## config.mk

```make
export PLATFORM = sky130hd
export DESIGN_NAME = alu_seq_flat
export DESIGN_NICKNAME = d
export VERILOG_FILES = /design/src/rtl/alu_pkg.sv /design/src/rtl/alu_seq_if.sv /design/src/rtl/alu_mul_iter.sv /design/src/rtl/alu_seq.sv /design/src/flat_wrapper.sv
export SDC_FILE = /design/constraint.sdc
export NUM_CORES = 1
export LEC_CHECK = 0
export BUFFER_PORTS_ARGS = -buffer_cell sky130_fd_sc_hd__buf_4
export CORE_MARGIN = 3
export CORE_UTILIZATION = 36
export CTS_CLUSTER_SIZE = 14
export DETAILED_ROUTE_END_ITERATION = 10
export GPL_TIMING_DRIVEN = 0
export MAX_ROUTING_LAYER = met4
export PLACE_DENSITY = 0.54
export SETUP_SLACK_MARGIN = 0.02
export SLEW_MARGIN = 20
export SYNTH_ARGS = -nofsm -noshare
export SYNTH_HDL_FRONTEND = slang
export SYNTH_SLANG_ARGS = --single-unit
```

## constraint.sdc

```tcl
create_clock -name clk -period 4.65 [get_ports clk]
set_clock_uncertainty 0.15 [all_clocks]
set_input_delay 0.93 -clock clk [delete_from_list [all_inputs] [get_ports clk]]
set_output_delay 0.93 -clock clk [all_outputs]
set_load 0.1 [all_outputs]
```

## src/rtl/alu_pkg.sv

```systemverilog
// alu_pkg: shared definitions for the sequential ALU.
//   - opcode encodings (ADD..MUL)
//   - FSM state encoding (IDLE/EXEC/DONE)
//   - bit positions inside the registered flag vector
// Optional feature: ALU_SEQ_MUL_EN (multiplier). The encoding of OP_MUL is
// always present; whether it is legal is decided in alu_seq.
package alu_pkg;

  localparam logic [3:0] OP_ADD  = 4'b0001;
  localparam logic [3:0] OP_SUB  = 4'b0010;
  localparam logic [3:0] OP_NOR  = 4'b0011;
  localparam logic [3:0] OP_MOVR = 4'b0100;
  localparam logic [3:0] OP_SHL  = 4'b1011;
  localparam logic [3:0] OP_SHR  = 4'b1100;
  localparam logic [3:0] OP_MUL  = 4'b1101;

  localparam logic [1:0] ST_IDLE = 2'd0;
  localparam logic [1:0] ST_EXEC = 2'd1;
  localparam logic [1:0] ST_DONE = 2'd2;

  localparam int FLAG_Z   = 0;
  localparam int FLAG_C   = 1;
  localparam int FLAG_ERR = 2;
  localparam int FLAG_W   = 3;

  function automatic logic is_shift(input logic [3:0] op);
    return (op == OP_SHL) || (op == OP_SHR);
  endfunction

endpackage

```

## src/rtl/alu_seq_if.sv

```systemverilog
// alu_seq_if: request/response bundle between the control FSM (master) and
// the sequential ALU (slave).
//   master drives : start, alu_sel, accum, alu_in
//   slave drives  : busy, done, result, result_hi, z, c, err
interface alu_seq_if #(parameter int WIDTH = 8);

  logic             start;
  logic [3:0]       alu_sel;
  logic [WIDTH-1:0] accum;
  logic [WIDTH-1:0] alu_in;
  logic             busy;
  logic             done;
  logic [WIDTH-1:0] result;
  logic [WIDTH-1:0] result_hi;
  logic             z;
  logic             c;
  logic             err;

  modport master (
    output start, alu_sel, accum, alu_in,
    input  busy, done, result, result_hi, z, c, err
  );

  modport slave (
    input  start, alu_sel, accum, alu_in,
    output busy, done, result, result_hi, z, c, err
  );

endinterface

```

## src/rtl/alu_mul_iter.sv

```systemverilog
// alu_mul_iter: iterative unsigned shift-add multiplier.
// Only compiled when ALU_SEQ_MUL_EN is defined.
//   clk, rst_n : clock, async active-low reset
//   load       : capture a/b and process multiplier bit 0 in the same edge
//   step       : process the next multiplier bit
//   a, b       : operands (sampled on load)
//   product    : running product; complete after load + (WIDTH-1) steps
`ifdef ALU_SEQ_MUL_EN
module alu_mul_iter #(
  parameter int WIDTH = 8
) (
  input  logic               clk,
  input  logic               rst_n,
  input  logic               load,
  input  logic               step,
  input  logic [WIDTH-1:0]   a,
  input  logic [WIDTH-1:0]   b,
  output logic [2*WIDTH-1:0] product
);

  logic [2*WIDTH-1:0] acc_r;
  logic [2*WIDTH-1:0] mcand_r;
  logic [WIDTH-1:0]   mplier_r;
  logic [2*WIDTH-1:0] a_ext_s;

  assign a_ext_s = {{WIDTH{1'b0}}, a};

  // Accumulate one partial product per load/step; bit 0 is folded into load.
  always_ff @(posedge clk or negedge rst_n) begin
    if (!rst_n) begin
      acc_r    <= {2*WIDTH{1'b0}};
      mcand_r  <= {2*WIDTH{1'b0}};
      mplier_r <= {WIDTH{1'b0}};
    end else if (load) begin
      acc_r    <= b[0] ? a_ext_s : {2*WIDTH{1'b0}};
      mcand_r  <= {a_ext_s[2*WIDTH-2:0], 1'b0};
      mplier_r <= {1'b0, b[WIDTH-1:1]};
    end else if (step) begin
      acc_r    <= acc_r + (mplier_r[0] ? mcand_r : {2*WIDTH{1'b0}});
      mcand_r  <= {mcand_r[2*WIDTH-2:0], 1'b0};
      mplier_r <= {1'b0, mplier_r[WIDTH-1:1]};
    end else begin
      acc_r    <= acc_r;
      mcand_r  <= mcand_r;
      mplier_r <= mplier_r;
    end
  end

  assign product = acc_r;

endmodule
`endif

```

## src/rtl/alu_seq.sv

```systemverilog
// alu_seq: clocked ALU with start/busy/done handshake.
//   clk   : rising-edge clock
//   rst_n : asynchronous active-low reset (aborts an operation, no done)
//   bus   : alu_seq_if.slave - start/alu_sel/accum/alu_in in,
//           busy/done/result/result_hi/z/c/err out
// ADD/SUB/NOR/MOVR and illegal opcodes complete one cycle after accept;
// SHL/SHR shift one bit per EXEC cycle; MUL (ALU_SEQ_MUL_EN defined) uses
// alu_mul_iter and completes WIDTH+1 cycles after accept. Without the
// macro, MUL is an illegal opcode and result_hi stays 0.
module alu_seq
  import alu_pkg::*;
#(
  parameter int WIDTH = 8
) (
  input logic      clk,
  input logic      rst_n,
  alu_seq_if.slave bus
);

  localparam int SHAMT_W = $clog2(WIDTH);
  localparam int CNT_W   = SHAMT_W + 1;
  localparam logic [CNT_W-1:0] CNT_ONE = CNT_W'(1);

  logic [1:0]       state_r, state_s;
  logic [3:0]       op_r, op_s;
  logic [WIDTH-1:0] sh_r, sh_s;
  logic [CNT_W-1:0] cnt_r, cnt_s;
  logic [WIDTH-1:0] result_r, result_s;
  logic [WIDTH-1:0] result_hi_r, result_hi_s;
  logic [FLAG_W-1:0] flags_r, flags_s;
  logic [WIDTH-1:0] shv_s;
  logic             shout_s;
  logic [WIDTH+1:0] single_s;

`ifdef ALU_SEQ_MUL_EN
  logic               mul_load_s;
  logic               mul_step_s;
  logic [2*WIDTH-1:0] product_s;

  alu_mul_iter #(.WIDTH(WIDTH)) u_mul (
    .clk     (clk),
    .rst_n   (rst_n),
    .load    (mul_load_s),
    .step    (mul_step_s),
    .a       (bus.accum),
    .b       (bus.alu_in),
    .product (product_s)
  );
`endif

  // Single-cycle ops; packed as {err, c, result}. Illegal opcodes land in default.
  function automatic logic [WIDTH+1:0] single_op(input logic [3:0] op,
                                                 input logic [WIDTH-1:0] a,
                                                 input logic [WIDTH-1:0] b);
    logic [WIDTH:0] sum;
    sum = {1'b0, a} + {1'b0, b};
    case (op)
      OP_ADD:  return {1'b0, sum};
      OP_SUB:  return {1'b0, (a < b), a - b};
      OP_NOR:  return {2'b00, ~(a | b)};
      OP_MOVR: return {2'b00, b};
      default: return {1'b1, 1'b0, {WIDTH{1'b0}}};
    endcase
  endfunction

  // One-bit shift of the working register and the bit that falls out.
  always_comb begin
    if (op_r == OP_SHL) begin
      shout_s = sh_r[WIDTH-1];
      shv_s   = {sh_r[WIDTH-2:0], 1'b0};
    end else begin
      shout_s = sh_r[0];
      shv_s   = {1'b0, sh_r[WIDTH-1:1]};
    end
  end

  assign single_s = single_op(bus.alu_sel, bus.accum, bus.alu_in);

  // Next-state, operand capture and completion values.
  always_comb begin
    state_s     = state_r;
    op_s        = op_r;
    sh_s        = sh_r;
    cnt_s       = cnt_r;
    result_s    = result_r;
    result_hi_s = result_hi_r;
    flags_s     = flags_r;
`ifdef ALU_SEQ_MUL_EN
    mul_load_s  = 1'b0;
    mul_step_s  = 1'b0;
`endif
    case (state_r)
      ST_IDLE: begin
        if (bus.start) begin
          op_s  = bus.alu_sel;
          sh_s  = bus.accum;
          cnt_s = {1'b0, bus.alu_in[SHAMT_W-1:0]};
          if (is_shift(bus.alu_sel)) begin
            if (bus.alu_in[SHAMT_W-1:0] == {SHAMT_W{1'b0}}) begin
              // Shift by zero completes immediately with A unchanged.
              state_s           = ST_DONE;
              result_s          = bus.accum;
              result_hi_s       = {WIDTH{1'b0}};
              flags_s[FLAG_Z]   = (bus.accum == {WIDTH{1'b0}});
              flags_s[FLAG_C]   = 1'b0;
              flags_s[FLAG_ERR] = 1'b0;
            end else begin
              state_s = ST_EXEC;
            end
          end
`ifdef ALU_SEQ_MUL_EN
          else if (bus.alu_sel == OP_MUL) begin
            state_s    = ST_EXEC;
            cnt_s      = CNT_W'(WIDTH);
            mul_load_s = 1'b1;
          end
`endif
          else begin
            state_s           = ST_DONE;
            result_s          = single_s[WIDTH-1:0];
            result_hi_s       = {WIDTH{1'b0}};
            flags_s[FLAG_C]   = single_s[WIDTH];
            flags_s[FLAG_ERR] = single_s[WIDTH+1];
            // Illegal opcodes report z=0 even though result is 0.
            flags_s[FLAG_Z]   = ~single_s[WIDTH+1] &
                                (single_s[WIDTH-1:0] == {WIDTH{1'b0}});
          end
        end else begin
          state_s = ST_IDLE;
        end
      end
      ST_EXEC: begin
`ifdef ALU_SEQ_MUL_EN
        // Load handled bit 0, so WIDTH-1 steps then one cycle to publish.
        if (op_r == OP_MUL) begin
          if (cnt_r == CNT_ONE) begin
            state_s           = ST_DONE;
            result_s          = product_s[WIDTH-1:0];
            result_hi_s       = product_s[2*WIDTH-1:WIDTH];
            flags_s[FLAG_Z]   = (product_s == {2*WIDTH{1'b0}});
            flags_s[FLAG_C]   = |product_s[2*WIDTH-1:WIDTH];
            flags_s[FLAG_ERR] = 1'b0;
          end else begin
            mul_step_s = 1'b1;
            cnt_s      = cnt_r - CNT_ONE;
          end
        end else
`endif
        begin
          sh_s = shv_s;
          if (cnt_r == CNT_ONE) begin
            state_s           = ST_DONE;
            result_s          = shv_s;
            result_hi_s       = {WIDTH{1'b0}};
            flags_s[FLAG_Z]   = (shv_s == {WIDTH{1'b0}});
            flags_s[FLAG_C]   = shout_s;
            flags_s[FLAG_ERR] = 1'b0;
          end else begin
            cnt_s = cnt_r - CNT_ONE;
          end
        end
      end
      ST_DONE: state_s = ST_IDLE;
      default: state_s = ST_IDLE;
    endcase
  end

  // State and output registers.
  always_ff @(posedge clk or negedge rst_n) begin
    if (!rst_n) begin
      state_r     <= ST_IDLE;
      op_r        <= 4'b0000;
      sh_r        <= {WIDTH{1'b0}};
      cnt_r       <= {CNT_W{1'b0}};
      result_r    <= {WIDTH{1'b0}};
      result_hi_r <= {WIDTH{1'b0}};
      flags_r     <= {FLAG_W{1'b0}};
    end else begin
      state_r     <= state_s;
      op_r        <= op_s;
      sh_r        <= sh_s;
      cnt_r       <= cnt_s;
      result_r    <= result_s;
      result_hi_r <= result_hi_s;
      flags_r     <= flags_s;
    end
  end

  assign bus.busy      = (state_r != ST_IDLE);
  assign bus.done      = (state_r == ST_DONE);
  assign bus.result    = result_r;
  assign bus.result_hi = result_hi_r;
  assign bus.z         = flags_r[FLAG_Z];
  assign bus.c         = flags_r[FLAG_C];
  assign bus.err       = flags_r[FLAG_ERR];

endmodule

```

## src/flat_wrapper.sv

```systemverilog
// flat-port wrapper written by rule: the top's interface ports become plain ports
module alu_seq_flat import alu_pkg::*;
#(
  parameter int WIDTH = 8
)
  (clk, rst_n, bus_start, bus_alu_sel, bus_accum, bus_alu_in, bus_busy, bus_done, bus_result, bus_result_hi, bus_z, bus_c, bus_err);
  alu_seq_if #(.WIDTH(WIDTH)) bus_i ();
  input logic clk;
  input logic rst_n;
  input wire logic [$bits(bus_i.start)-1:0] bus_start;
  input wire logic [$bits(bus_i.alu_sel)-1:0] bus_alu_sel;
  input wire logic [$bits(bus_i.accum)-1:0] bus_accum;
  input wire logic [$bits(bus_i.alu_in)-1:0] bus_alu_in;
  output wire logic [$bits(bus_i.busy)-1:0] bus_busy;
  output wire logic [$bits(bus_i.done)-1:0] bus_done;
  output wire logic [$bits(bus_i.result)-1:0] bus_result;
  output wire logic [$bits(bus_i.result_hi)-1:0] bus_result_hi;
  output wire logic [$bits(bus_i.z)-1:0] bus_z;
  output wire logic [$bits(bus_i.c)-1:0] bus_c;
  output wire logic [$bits(bus_i.err)-1:0] bus_err;
  assign bus_i.start = bus_start;
  assign bus_i.alu_sel = bus_alu_sel;
  assign bus_i.accum = bus_accum;
  assign bus_i.alu_in = bus_alu_in;
  assign bus_busy = bus_i.busy;
  assign bus_done = bus_i.done;
  assign bus_result = bus_i.result;
  assign bus_result_hi = bus_i.result_hi;
  assign bus_z = bus_i.z;
  assign bus_c = bus_i.c;
  assign bus_err = bus_i.err;
  alu_seq #(.WIDTH(WIDTH)) u_core (.clk(clk), .rst_n(rst_n), .bus(bus_i));
endmodule
```

==> summary.md <==
| Metric | Value |
|---|---|
| RSZ-0062 raised after global routing | `no` |
| Max Cap Violations | `0` |
| PD cells | `around 440 nW/um^2` |
| Num rows | `31` |
| Commonest non-fill, non-tap cells in the layout | `buf_4, nand2_1, a21oi_1` |
| GRT Overall Usage | `0.195` |
| Syn Inst Count | `338` |
| Static Leak | `roughly 1.5 nW` |
| Final setup fails | `0` |
| Drt initial violations | `between 100 and 150` |
| Starting Density | `0.377` |
| Total core area | `roughly 7400 um^2` |
| Vias per cell | `approximately 5.6` |
| Global-route wire length before repair | `13.1 mm` |
| DRT Pass-1 Iters | `4` |
| CTS HTree Levels | `2` |
| Initial antenna violation count | `0` |
| RePlAce Congestion | `roughly 0.89` |
| Avg Inst Size Synth | `slightly above 8 um^2` |
| Die area | `between 8000 and 9000 um^2` |
| Endpoint class of the critical path | `flop` |
| Yosys warning count | `0` |
| Worst IR Drop VDD | `approximately 0.16 mV` |
| Commonest non-fill, non-tap cell in the layout | `buf_4` |
| Final period util | `0.725` |
| Area post-placement | `3190 um^2` |
| Setup_tns | `0 ps` |
| Post-route DRC | `0` |
| Slew Viols, Final | `0` |
| Buffers added on ports | `35` |
| CTS tree | `built` |
| Postcts setup bufs | `0` |
| Share of cells above drive strength 1 | `0.175` |
| Clk root buf | `clkbuf_8` |
| Critical path class | `input pin to flop` |
| CTS Hold Bufs | `0` |
| Die width | `about 94 um` |
| Die Ht | `roughly 94 um` |
| Per-cell routed wire length | `approximately 17 um` |
| Ant diodes | `0` |
| CTS clock-pin slew for the worst setup and hold paths | `around 70 ps` |
| Worst Path Required | `~4700 ps` |
| Max Clk Rate | `around 300 MHz` |
| Routed Antenna Nets | `0` |
| Netlist Area Pre-Place | `between 2000 and 3000 um^2` |
| Worst Setup Start Kind | `input pin` |
| Number of CTS-inserted buffers | `5` |
| Num ports | `44` |
| DP Wirelength | `around 6.3 mm` |
| Register area share after synthesis | `0.261` |
| Ys flop type | `dfrtp_1` |
| Routed Wire Length | `between 8 and 9 mm` |
| Clock sinks | `29` |
| # nets final | `between 400 and 500` |
| Status | `finished, final reports clean` |
| Overflow after GRT | `0` |
| EDFF count, synth | `0` |
| Max Root-Sink Buffers | `2` |
| Slew HR | `0.512` |
| R2R Setup Slk | `between 2000 and 3000 ps` |
| Largest net degree at the start of global routing | `30` |
| Hold crit path type | `flop to flop` |
| Area growth from synthesis to final layout | `18.5%` |
| Vias post-DR | `between 2000 and 3000` |
| Number of synthesized register bits | `29` |
| Unique cell type count in the Yosys netlist | `between 60 and 70` |
| Post_cts resized | `0` |
| Worst-margin pin slew | `about 730 ps` |
| Min Tclk post-route | `between 3000 and 4000 ps` |
| WP data arrival | `roughly 3400 ps` |
| Async S/R FF share, synth | `1.00` |
| Peak fanout along the critical path | `4` |
| Clock Latency Late Sink | `about 280 ps` |
| Final hold vios | `0` |
| Final Cell Area | `~3300 um^2` |
| Vias in the first global route | `2510` |
==> final cells by class <==
| class | count | area, um^2 |
|---|---|---|
| Tap cell | 99 | 124 |
| Timing Repair Buffer | 35 | 263 |
| Buffer | 24 | 140 |
| Fill cell | 791 | 4080 |
| Multi-Input combinational cell | 265 | 1840 |
| Inverter | 27 | 101 |
| Sequential cell | 29 | 726 |
| Clock buffer | 7 | 96.3 |
| Clock inverter | 1 | 5.00 |
==> state kept, by name, summed over array words and instances, names as in the netlist <==
signal,cells
u_core.op_r,4
u_core.sh_r,8
u_core.state_r,2
u_core.bus.result,8
u_core.flags_r,3
u_core.cnt_r,4
==> worst max-delay path, stage by stage <==
cell,delay [ps]
buf_4,130
inv_1,90
ha_1,180
inv_1,60
fa_1,410
nor3b_1,170
nor3_1,390
o21bai_1,160
a211o_1,310
a31oi_1,260
nor2_1,90
a31o_1,200
==> cells in the mapped netlist, drive strengths merged, types with 6 or more instances <==
library cell | number | share of area
nor2b | 6 | 0.014
nor3 | 12 | 0.023
o21ai | 12 | 0.024
a221o | 8 | 0.029
nand2 | 34 | 0.046
a21oi | 31 | 0.056
buf | 15 | 0.038
nor2 | 29 | 0.039
o22ai | 6 | 0.018
inv | 27 | 0.037
dfrtp | 29 | 0.26
a221oi | 6 | 0.019
clkbuf | 9 | 0.012
ha | 27 | 0.12
a31oi | 7 | 0.016
==> final timing paths <==
path / from / end / depth (start not counted)
max: bus_accum[0] / u_core.flags_r[0] / 12
max in group asynchronous: rst_n / u_core.bus.result[3] / 1
min in group asynchronous: rst_n / u_core.cnt_r[3] / 1
min reg2reg: u_core.cnt_r[1] / u_core.cnt_r[1] / 2
max reg2reg: u_core.sh_r[3] / u_core.flags_r[0] / 6
min: u_core.cnt_r[1] / u_core.cnt_r[1] / 2
==> where the power goes <==
group          internal [W]  leakage, nW  total, W  switching, W
sequential         0.000345        0.355  0.000419     0.0000738
clock              0.000134       0.0542  0.000234      0.000100
combinational      0.000214         1.09  0.000809      0.000595
total              0.000693         1.50   0.00146      0.000769
==> per-stage QoR <==
stage | util | power (W) | cells | setup slack [ps] | hold WS [ps]
6_report | 0.447 | 0.00146 | 487 | 1280 | 331
5_1_grt | 0.447 | 0.00154 | 487 | 1040 | 355
4_1_cts | 0.447 | 0.00147 | 487 | 1320 | 335
3_5_place_dp | 0.433 | 0.00123 | 479 | 1010 | 320
3_3_place_gp | 0.433 | 0.00123 | 479 | 1000 | 320
2_1_floorplan | - | 0.00103 | 345 | 1520 | 300
==> cells by family after synthesis <==
kind of cell,count (synthesis),share of synthesized area
flip-flops,29,0.261
buffers and inverters,51,0.0870
XOR/XNOR,2,0.00631
multiplexers,3,0.0113
AND/OR/NAND/NOR,114,0.219
other,1,0.00135
AO/OA/AOI/OAI,109,0.278
adder cells (fa/ha/maj),29,0.136
==> routing by layer <==
layer / wire length [um] / GRT usage / vias up
li1: - / - / 1331
met1: 3790 / 0.268 / 1284
met2: 3760 / 0.299 / 92
met3: 474 / 0.0240 / 10
met4: 139 / 0.0650 / 0
met5: 0 / - / -
(Power assumes the default switching activity.)
